--- src/rtl/gen_rr_arbiter.sv ---
// Registered round-robin arbiter: one-hot grant, encoded owner and burst-limited hold.
// Each requester's qualification and winner logic lives in its own g_req scope; pointer, FSM and counter are shared.
module gen_rr_arbiter #(
  parameter int N         = 4,
  parameter int MAX_BURST = 4,
  parameter int IDW       = 2
) (
  input  logic           clk,
  input  logic           rst_n,
  input  logic [N-1:0]   req,
  input  logic           en,
  output logic [N-1:0]   gnt,
  output logic           gnt_valid,
  output logic [IDW-1:0] gnt_id,
  output logic           busy
);

  typedef enum logic {IDLE, GRANT} state_t;

  state_t         state, state_n;
  logic [IDW-1:0] ptr, ptr_n, base, nxt_ptr, win_id, id_n;
  logic [7:0]     cnt, cnt_n;
  logic [N-1:0]   gnt_n;
  logic [N-1:0]   elig_hi, win, own;
  logic [N:0]     hi_pre, lo_pre;
  logic           any_hi, owner_req, hold;

  assign nxt_ptr = (gnt_id == IDW'(N-1)) ? '0 : gnt_id + IDW'(1);

  // On release the search restarts just past the owner; in IDLE it starts at the pointer.
  always_comb begin
    base = ptr;
    if (state == GRANT) base = nxt_ptr;
  end

  // Prefix-OR chains: "some eligible requester below bit i" for the upper and wrapped search.
  always_comb begin
    hi_pre[0] = 1'b0;
    lo_pre[0] = 1'b0;
    for (int i = 0; i < N; i++) begin
      hi_pre[i+1] = hi_pre[i] | elig_hi[i];
      lo_pre[i+1] = lo_pre[i] | req[i];
    end
  end

  assign any_hi = hi_pre[N];

  for (genvar i = 0; i < N; i++) begin : g_req
    assign elig_hi[i] = req[i] && (i >= int'(base));
    assign win[i]     = any_hi ? (elig_hi[i] & ~hi_pre[i]) : (req[i] & ~lo_pre[i]);
    assign own[i]     = req[i] & gnt[i];
  end

  always_comb begin
    win_id = '0;
    for (int i = 0; i < N; i++)
      if (win[i]) win_id = IDW'(i);
  end

  assign owner_req = |own;
  assign hold      = owner_req && (cnt < 8'(MAX_BURST));

  always_comb begin
    state_n = state;
    ptr_n   = ptr;
    cnt_n   = cnt;
    gnt_n   = gnt;
    id_n    = gnt_id;
    case (state)
      IDLE: begin
        if (en && |req) begin
          state_n = GRANT;
          gnt_n   = win;
          id_n    = win_id;
          cnt_n   = 8'd1;
        end
      end
      GRANT: begin
        if (hold) begin
          cnt_n = cnt + 8'd1;
        end else begin
          ptr_n = nxt_ptr;
          if (en && |req) begin
            gnt_n = win;
            id_n  = win_id;
            cnt_n = 8'd1;
          end else begin
            state_n = IDLE;
            gnt_n   = '0;
            id_n    = '0;
            cnt_n   = 8'd0;
          end
        end
      end
      default: state_n = IDLE;
    endcase
  end

  always_ff @(posedge clk or negedge rst_n) begin
    if (!rst_n) begin
      state  <= IDLE;
      ptr    <= '0;
      cnt    <= 8'd0;
      gnt    <= '0;
      gnt_id <= '0;
    end else begin
      state  <= state_n;
      ptr    <= ptr_n;
      cnt    <= cnt_n;
      gnt    <= gnt_n;
      gnt_id <= id_n;
    end
  end

  assign gnt_valid = |gnt;
  assign busy      = (state == GRANT);

endmodule

--- config.mk ---
export PLATFORM = sky130hd
export DESIGN_NAME = gen_rr_arbiter
export DESIGN_NICKNAME = d
export VERILOG_FILES = /design/src/rtl/gen_rr_arbiter.sv
export SDC_FILE = /design/constraint.sdc
export NUM_CORES = 1
export LEC_CHECK = 0
export CAP_MARGIN = 20
export CORE_MARGIN = 10
export CORE_UTILIZATION = 55
export DETAILED_ROUTE_END_ITERATION = 16
export PLACE_DENSITY = 0.82
export RECOVER_POWER = 50
export SYNTH_ARGS = -nofsm -noshare
export SYNTH_HDL_FRONTEND = slang
export SYNTH_SLANG_ARGS = --single-unit
--- constraint.sdc ---
create_clock -name clk -period 5.65 [get_ports clk]
set_clock_uncertainty 0.2 [all_clocks]
set_input_delay 0.8475 -clock clk [delete_from_list [all_inputs] [get_ports clk]]
set_output_delay 0.8475 -clock clk [all_outputs]
set_load 0.03 [all_outputs]
==> results of run 1 <==
-- worst paths after layout --
| path | startpoint | to | cells past startpoint | slack (ns) |
|---|---|---|---|---|
| setup / recovery | gnt[1]$_DFFE_PN0P_ | gnt_valid | 2 | 2.80 |
| min in group asynchronous | rst_n | gnt[1]$_DFFE_PN0P_ | 1 | 0.86 |
| setup reg to reg | gnt_id[0]$_DFFE_PN0P_ | gnt_id[0]$_DFFE_PN0P_ | 6 | 3.45 |
| hold / removal | cnt[5]$_DFFE_PN0P_ | cnt[5]$_DFFE_PN0P_ | 1 | 0.29 |
| hold reg to reg | cnt[5]$_DFFE_PN0P_ | cnt[5]$_DFFE_PN0P_ | 1 | 0.29 |
| max in group asynchronous | rst_n | cnt[1]$_DFFE_PN0P_ | 1 | 3.94 |
-- layer usage --
layer / vias up / GRT usage / share of wire
met5: - / 0 / 0
met4: 0 / 0.01881 / 0
met3: 0 / 0.04527 / 0.092
met2: 20 / 0.1700 / 0.47
met1: 338 / 0.1416 / 0.44
li1: 357 / - / -
-- synth_stat cells, drive strengths merged --
| cell | number |
|---|---|
| o22ai | 1 |
| a22oi | 2 |
| dfrtp | 17 |
| and2 | 5 |
| nor3 | 2 |
| a211o | 1 |
| o31ai | 2 |
| ha | 2 |
| a21oi | 4 |
| clkbuf | 1 |
| a211oi | 1 |
| inv | 2 |
| nor2 | 6 |
| a21o | 3 |
| o41ai | 1 |
| a2111o | 1 |
| mux2 | 3 |
| nor2b | 1 |
| buf | 2 |
| nand3 | 1 |
| mux2i | 1 |
| nand2b | 2 |
| nand2 | 8 |
| o211ai | 1 |
| a311oi | 2 |
| o32ai | 1 |
| o21a | 1 |
| o21ai | 4 |
| a22o | 3 |
| or2 | 2 |
| or4 | 2 |
| or3b | 2 |
-- stage by stage --
| step | cells | util | hold slack (ns) | instance area (um^2) | power, mW |
|---|---|---|---|---|---|
| 2_1_floorplan | 87 | - | 0.2546 | 927.1 | 0.4007 |
| 3_3_place_gp | 114 | 0.6956 | 0.2746 | 1072 | 0.4919 |
| 3_5_place_dp | 114 | 0.6956 | 0.2807 | 1072 | 0.5025 |
| 4_1_cts | 118 | 0.7135 | 0.2986 | 1100 | 0.5628 |
| 5_1_grt | 118 | 0.7135 | 0.3284 | 1100 | 0.5939 |
| 6_report | 118 | 0.7135 | 0.2946 | 1100 | 0.5548 |
-- flip-flops by register name, summed over array words and instances, names as in the netlist --
register and count:
gnt 4, cnt 8, gnt_id 2, ptr 2, busy 1
-- worst reg2reg max path, delay by kind of cell (launching register included) --
kind / cells / cell delay, ns
DFF: 1 / 0.45
AOI/OAI and AO/OA: 4 / 0.74
and+or+nand+nor: 1 / 0.51
adders and majority gates: 1 / 0.25
-- area by class of cell --
class	count	area, um^2
multi-input combinational	65	479.2
fill	122	441.7
sequential	17	425.4
timing repair buffer	14	140.1
clock buffer	3	22.52
tap	16	20.02
inverter	2	7.507
clock inverter	1	5.005
-- power by group --
group          internal, mW  switching, mW
registers             0.155         0.0365
logic                 0.134          0.170
clock network        0.0263         0.0326
-- cells by family after synthesis --
logic type,synth area share
multiplexers,0.04723
adder cells (fa/ha/maj),0.02699
AO/OA/AOI/OAI,0.2564
AND/OR/NAND/NOR,0.1863
flip-flops,0.4588
buffers and inverters,0.02429
==> metrics.txt, run 1 <==
status=finished, final reports clean; Final WS setup=2.800 ns; post_cts resized=0; Port Buffers=14; Synth area leader=dfrtp_1; Buf/Inv on CP=1; Nets=roughly 110; vias=715; Crit path max-delay family=buffers and inverters; Area Growth Syn to Fin=18.62%; slowest stage delay, CP=about 0.60 ns; RSZ-0062 raised after global routing=no; final count of negative-setup-slack endpoints=0; Synth area leaders=dfrtp_1 46%, mux2_2 3.6%, nand2_1 3.2%; Hold Vio Cnt, Final=0; crit-path max FO=4; Clock Sinks=17; final worst-path cycle share=0.5044; worst hold path type=flop to flop; num rows=14; Yosys reg bits=17; DP HPWL=approximately 1600 um; Cells after Synth=87; commonest non-fill, non-tap cell in the layout=dfrtp_1; power density cells=504.5 nW/um^2; DRT Wirelength=1968 um; Worst Max-Slew Pin Slew=0.7223 ns; CTS Hold Bufs=0; CTS tree=done; fin. max-slew vios=0; RD Place Congestion=0.8415; LEAKAGE=about 0.52 nW; Die H=61.06 um; Tmin final=2.850 ns; synthesized area per cell=10.66 um^2; Startpoint Class=flop; Remaining DRCs=0; crit-path cells=or4_1 > clkdlybuf4s50_1; Setup crit end kind=primary output; setup TNS=0 ns; Initial Util=0.6015; Post-CTS Repair Setup Buffers=0; Skew-Pair Late Insertion Delay=0.28 ns; WP data arrival=1.80 ns; post-place setup slack=2.660 ns; Worst slew margin=0.5169; post-route ant nets=0; initial antenna violation count=0; DIE WIDTH=between 60 and 70 um; most frequent cells in the layout=17 x dfrtp_1, 9 x clkdlybuf4s50_1, 8 x nand2_1, 5 x nor2_1, 5 x dlygate4sd3_1; IO Pins=15; Num CTS Buffers=3; initial drt markers=21; worst endpoint required time=4.60 ns; Slowest-stage cell, CP=clkdlybuf4s50_1; Reg clk slew, reported paths=0.08 ns; mapped cell area=927.1 um^2; Routed WL per cell=16.68 um; Antenna diodes=0; 1st-pass router iterations=4; layout cells sized above 1=0.1667; Vias/cell=just over 6; root buf cell=clkbuf_4; Peak supply drop=~280 uV; die footprint=roughly 3700 um^2; clk buf depth=2; Max-Cap Viols=0; top-area cell type share of the netlist area=0.4588; Core ar.=1541 um^2; FMAX=0.3509 GHz; Synth cell types=39; htree depth=1; register area share after synthesis=0.4588; Synth Net Count=96; Yosys warning total=0; grt ovf=0; vias in the first global route=636; first-pass GRT wire length=just over 3000 um; CP Class=flop to primary output; global router's overall resource usage=0.1098; largest net degree at the start of global routing=18
Note: power is estimated with default switching activity, not from simulation.
==> inputs of run 2 (changes only) <==
--- a/config.mk
+++ b/config.mk
@@ -7,9 +7,9 @@
 export LEC_CHECK = 0
 export CAP_MARGIN = 20
 export CORE_MARGIN = 10
-export CORE_UTILIZATION = 55
+export CORE_UTILIZATION = 46
 export DETAILED_ROUTE_END_ITERATION = 16
-export PLACE_DENSITY = 0.82
+export PLACE_DENSITY = 0.73
 export RECOVER_POWER = 50
 export SYNTH_ARGS = -nofsm -noshare
 export SYNTH_HDL_FRONTEND = slang
==> constraint.sdc (replaced) <==
create_clock -name clk -period 2.32 [get_ports clk]
set_clock_uncertainty 0.2 [all_clocks]
set_input_delay 0.348 -clock clk [delete_from_list [all_inputs] [get_ports clk]]
set_output_delay 0.348 -clock clk [all_outputs]
set_load 0.03 [all_outputs]
==> metrics.txt, run 2 (synthesized netlist as in run 1, its figures left out) <==
die footprint=4211 um^2 (+13%); Tmin final=2.155 ns; worst hold path type=flop to flop; WP data arrival=2.18 ns (+0.38 ns); Clock Sinks=17 (unchanged); DRT Wirelength=2076 um (+5.5%); Combinational Power Share=0.558 (+0.009); Nets=120 (+7.1%); grt ovf=0 (unchanged); status=finished, final reports clean; Worst Max-Slew Pin Slew=0.8620 ns (+0.1397 ns); vias=752 (+5.2%); Remaining DRCs=0 (unchanged); most frequent cells in the layout=17 x dfrtp_1, 12 x clkdlybuf4s50_1, 8 x nand2_1, 6 x buf_4, 5 x nor2_1; combined area of the multi-input logic cells=460.4 um^2 (-3.9%); crit-path max FO=4 (unchanged); Area Growth Syn to Fin=23.48%; fill count=188 (+54%); Setup crit start=gnt_id[1]$_DFFE_PN0P_; first-pass GRT wire length=3643 um (+18%); fin. max-slew vios=0 (unchanged); CP Class=flop to flop; commonest non-fill, non-tap cell in the layout=dfrtp_1; power density cells=1202 nW/um^2 (+140%); Setup crit end kind=flop; DIE WIDTH=64.90 um (+6.3%); top register by number of flip-flops=cnt; initial antenna violation count=0 (unchanged); layout cells sized above 1=0.1909 (+0.02424); max FFs per register=8 (unchanged); portion of total power attributed to sequential cells=0.334 (-0.011); htree depth=1 (unchanged); worst endpoint required time=2.35 ns (-2.25 ns); Antenna diodes=0 (unchanged); Sw Share=0.4254 (-0.006279); Hold Vio Cnt, Final=0 (unchanged); Initial Util=0.4774 (-0.1240); Vias/cell=5.489 (-9.4%); Reg clk slew, reported paths=0.09 ns (about the same); LEAKAGE=0.5325 nW (+2.8%); Routed WL per cell=15.15 um (-9.1%); setup TNS=0 ns (unchanged); R2R Setup Slk=0.17 ns (-3.28 ns); root buf cell=clkbuf_4; worst reg-to-reg path cell count=6 (unchanged); final worst-path cycle share=0.9289; num rows=16 (+2); switching power=585.3 uW (+140%); Critical Path End=gnt_id[1]$_DFFE_PN0P_; global router's overall resource usage=0.1065 (-0.003295); IO Pins=15 (unchanged); Max-Cap Viols=0 (unchanged); Num CTS Buffers=3 (unchanged); Power Internal=790.4 uW (+150%); HP Start=cnt[5]$_DFFE_PN0P_; post-route ant nets=0 (unchanged); Skew-Pair Late Insertion Delay=0.28 ns (about the same); post_cts resized=1 (+1); RSZ-0062 raised after global routing=no; post-place setup slack=0.01088 ns (-2.649 ns); Worst slew margin=0.4253 (-0.09155); largest net degree at the start of global routing=18 (unchanged); R2R Path End=gnt_id[1]$_DFFE_PN0P_; r2r startpoint=gnt_id[1]$_DFFE_PN0P_; Register Area=425.4 um^2 (unchanged); RD Place Congestion=0.8249 (-2.0%); 1st-pass router iterations=4 (unchanged); Final WS setup=0.1650 ns (-2.635 ns); FMAX=0.4640 GHz; initial drt markers=27 (+29%); Port Buffers=14 (unchanged); Clock power frac=0.108 (+0.002); Die H=64.90 um (+6.3%); DP HPWL=1739 um (+9.3%); Core ar.=1942 um^2 (+26%); Startpoint Class=flop; Post-CTS Repair Setup Buffers=0 (unchanged); CTS Hold Bufs=0 (unchanged); final count of negative-setup-slack endpoints=0 (unchanged); clk buf depth=2 (unchanged); Peak supply drop=737.2 uV (+170%); vias in the first global route=781 (+23%); largest registers=cnt: 8 flops, gnt: 4 flops; CTS tree=done
==> run 2: changes by cell type in the layout (fill, tap and decap cells not counted), sizes merged <==
cell           change
clkdlybuf4s50      +3
dlygate4sd3        -4
buf                +6
clkinv             -1
clkbuf             +3
dlygate4sd2        +1
==> run 2: worst max-delay path: stages (launching register included) <==
cell and delay, ns:
dfrtp_1 0.44, ha_1 0.23, or3b_2 0.51, a311oi_1 0.32, o31ai_1 0.12, nor2_1 0.15
a211o_1 0.12
==> run 2: routing by layer <==
| layer | wire (um) | global-route usage |
|---|---|---|
| met1 | 890 | 0.1173 |
| met2 | 1020 | 0.1773 |
| met3 | 141 | 0.04983 |
| met4 | 23 | 0.03476 |
| met5 | 0 | 0 |
==> run 2: worst min path at each step <==
stage / end / slack (ns) / cells past startpoint
final: cnt[5]$_DFFE_PN0P_ / 0.29 / 1
after global routing: cnt[5]$_DFFE_PN0P_ / 0.32 / 1
after CTS: gnt[2]$_DFFE_PN0P_ / 0.18 / 2
after detailed placement: cnt[5]$_DFFE_PN0P_ / 0.27 / 1
after global placement: cnt[6]$_DFFE_PN0P_ / 0.27 / 1
after floorplan: busy$_DFF_PN0_ / -0.15 / 0
==> run 2: final cells by class <==
| type | count | area share |
|---|---|---|
| Timing Repair Buffer | 22 | 0.1672 |
| Inverter | 2 | 0.006557 |
| Clock buffer | 4 | 0.02295 |
| Multi-Input combinational cell | 65 | 0.4022 |
| Tap cell | 27 | 0.02951 |
| Sequential cell | 17 | 0.3716 |
==> run 2: power groups by stage <==
| stage | Clock (mW) | Combinational, mW | Sequential (mW) |
|---|---|---|---|
| 2_1_floorplan | 0 | 0.444 | 0.532 |
| 3_3_place_gp | 0 | 0.765 | 0.462 |
| 3_5_place_dp | 0 | 0.793 | 0.466 |
| 4_1_cts | 0.152 | 0.781 | 0.458 |
| 5_1_grt | 0.171 | 0.838 | 0.476 |
| 6_report | 0.149 | 0.768 | 0.459 |
==> run 2: through the flow <==
stage / hold WS, ns / cells / total power, mW / instance area, um^2 / utilization
after floorplan: -0.1476 / 87 / 0.9759 / 927.1 / -
after CTS: 0.1847 / 137 / 1.392 / 1171 / 0.6031
after global routing: 0.3154 / 137 / 1.484 / 1145 / 0.5896
final: 0.2900 / 137 / 1.376 / 1145 / 0.5896
after global placement: 0.2725 / 133 / 1.227 / 1146 / 0.5902
after detailed placement: 0.2732 / 133 / 1.258 / 1146 / 0.5902
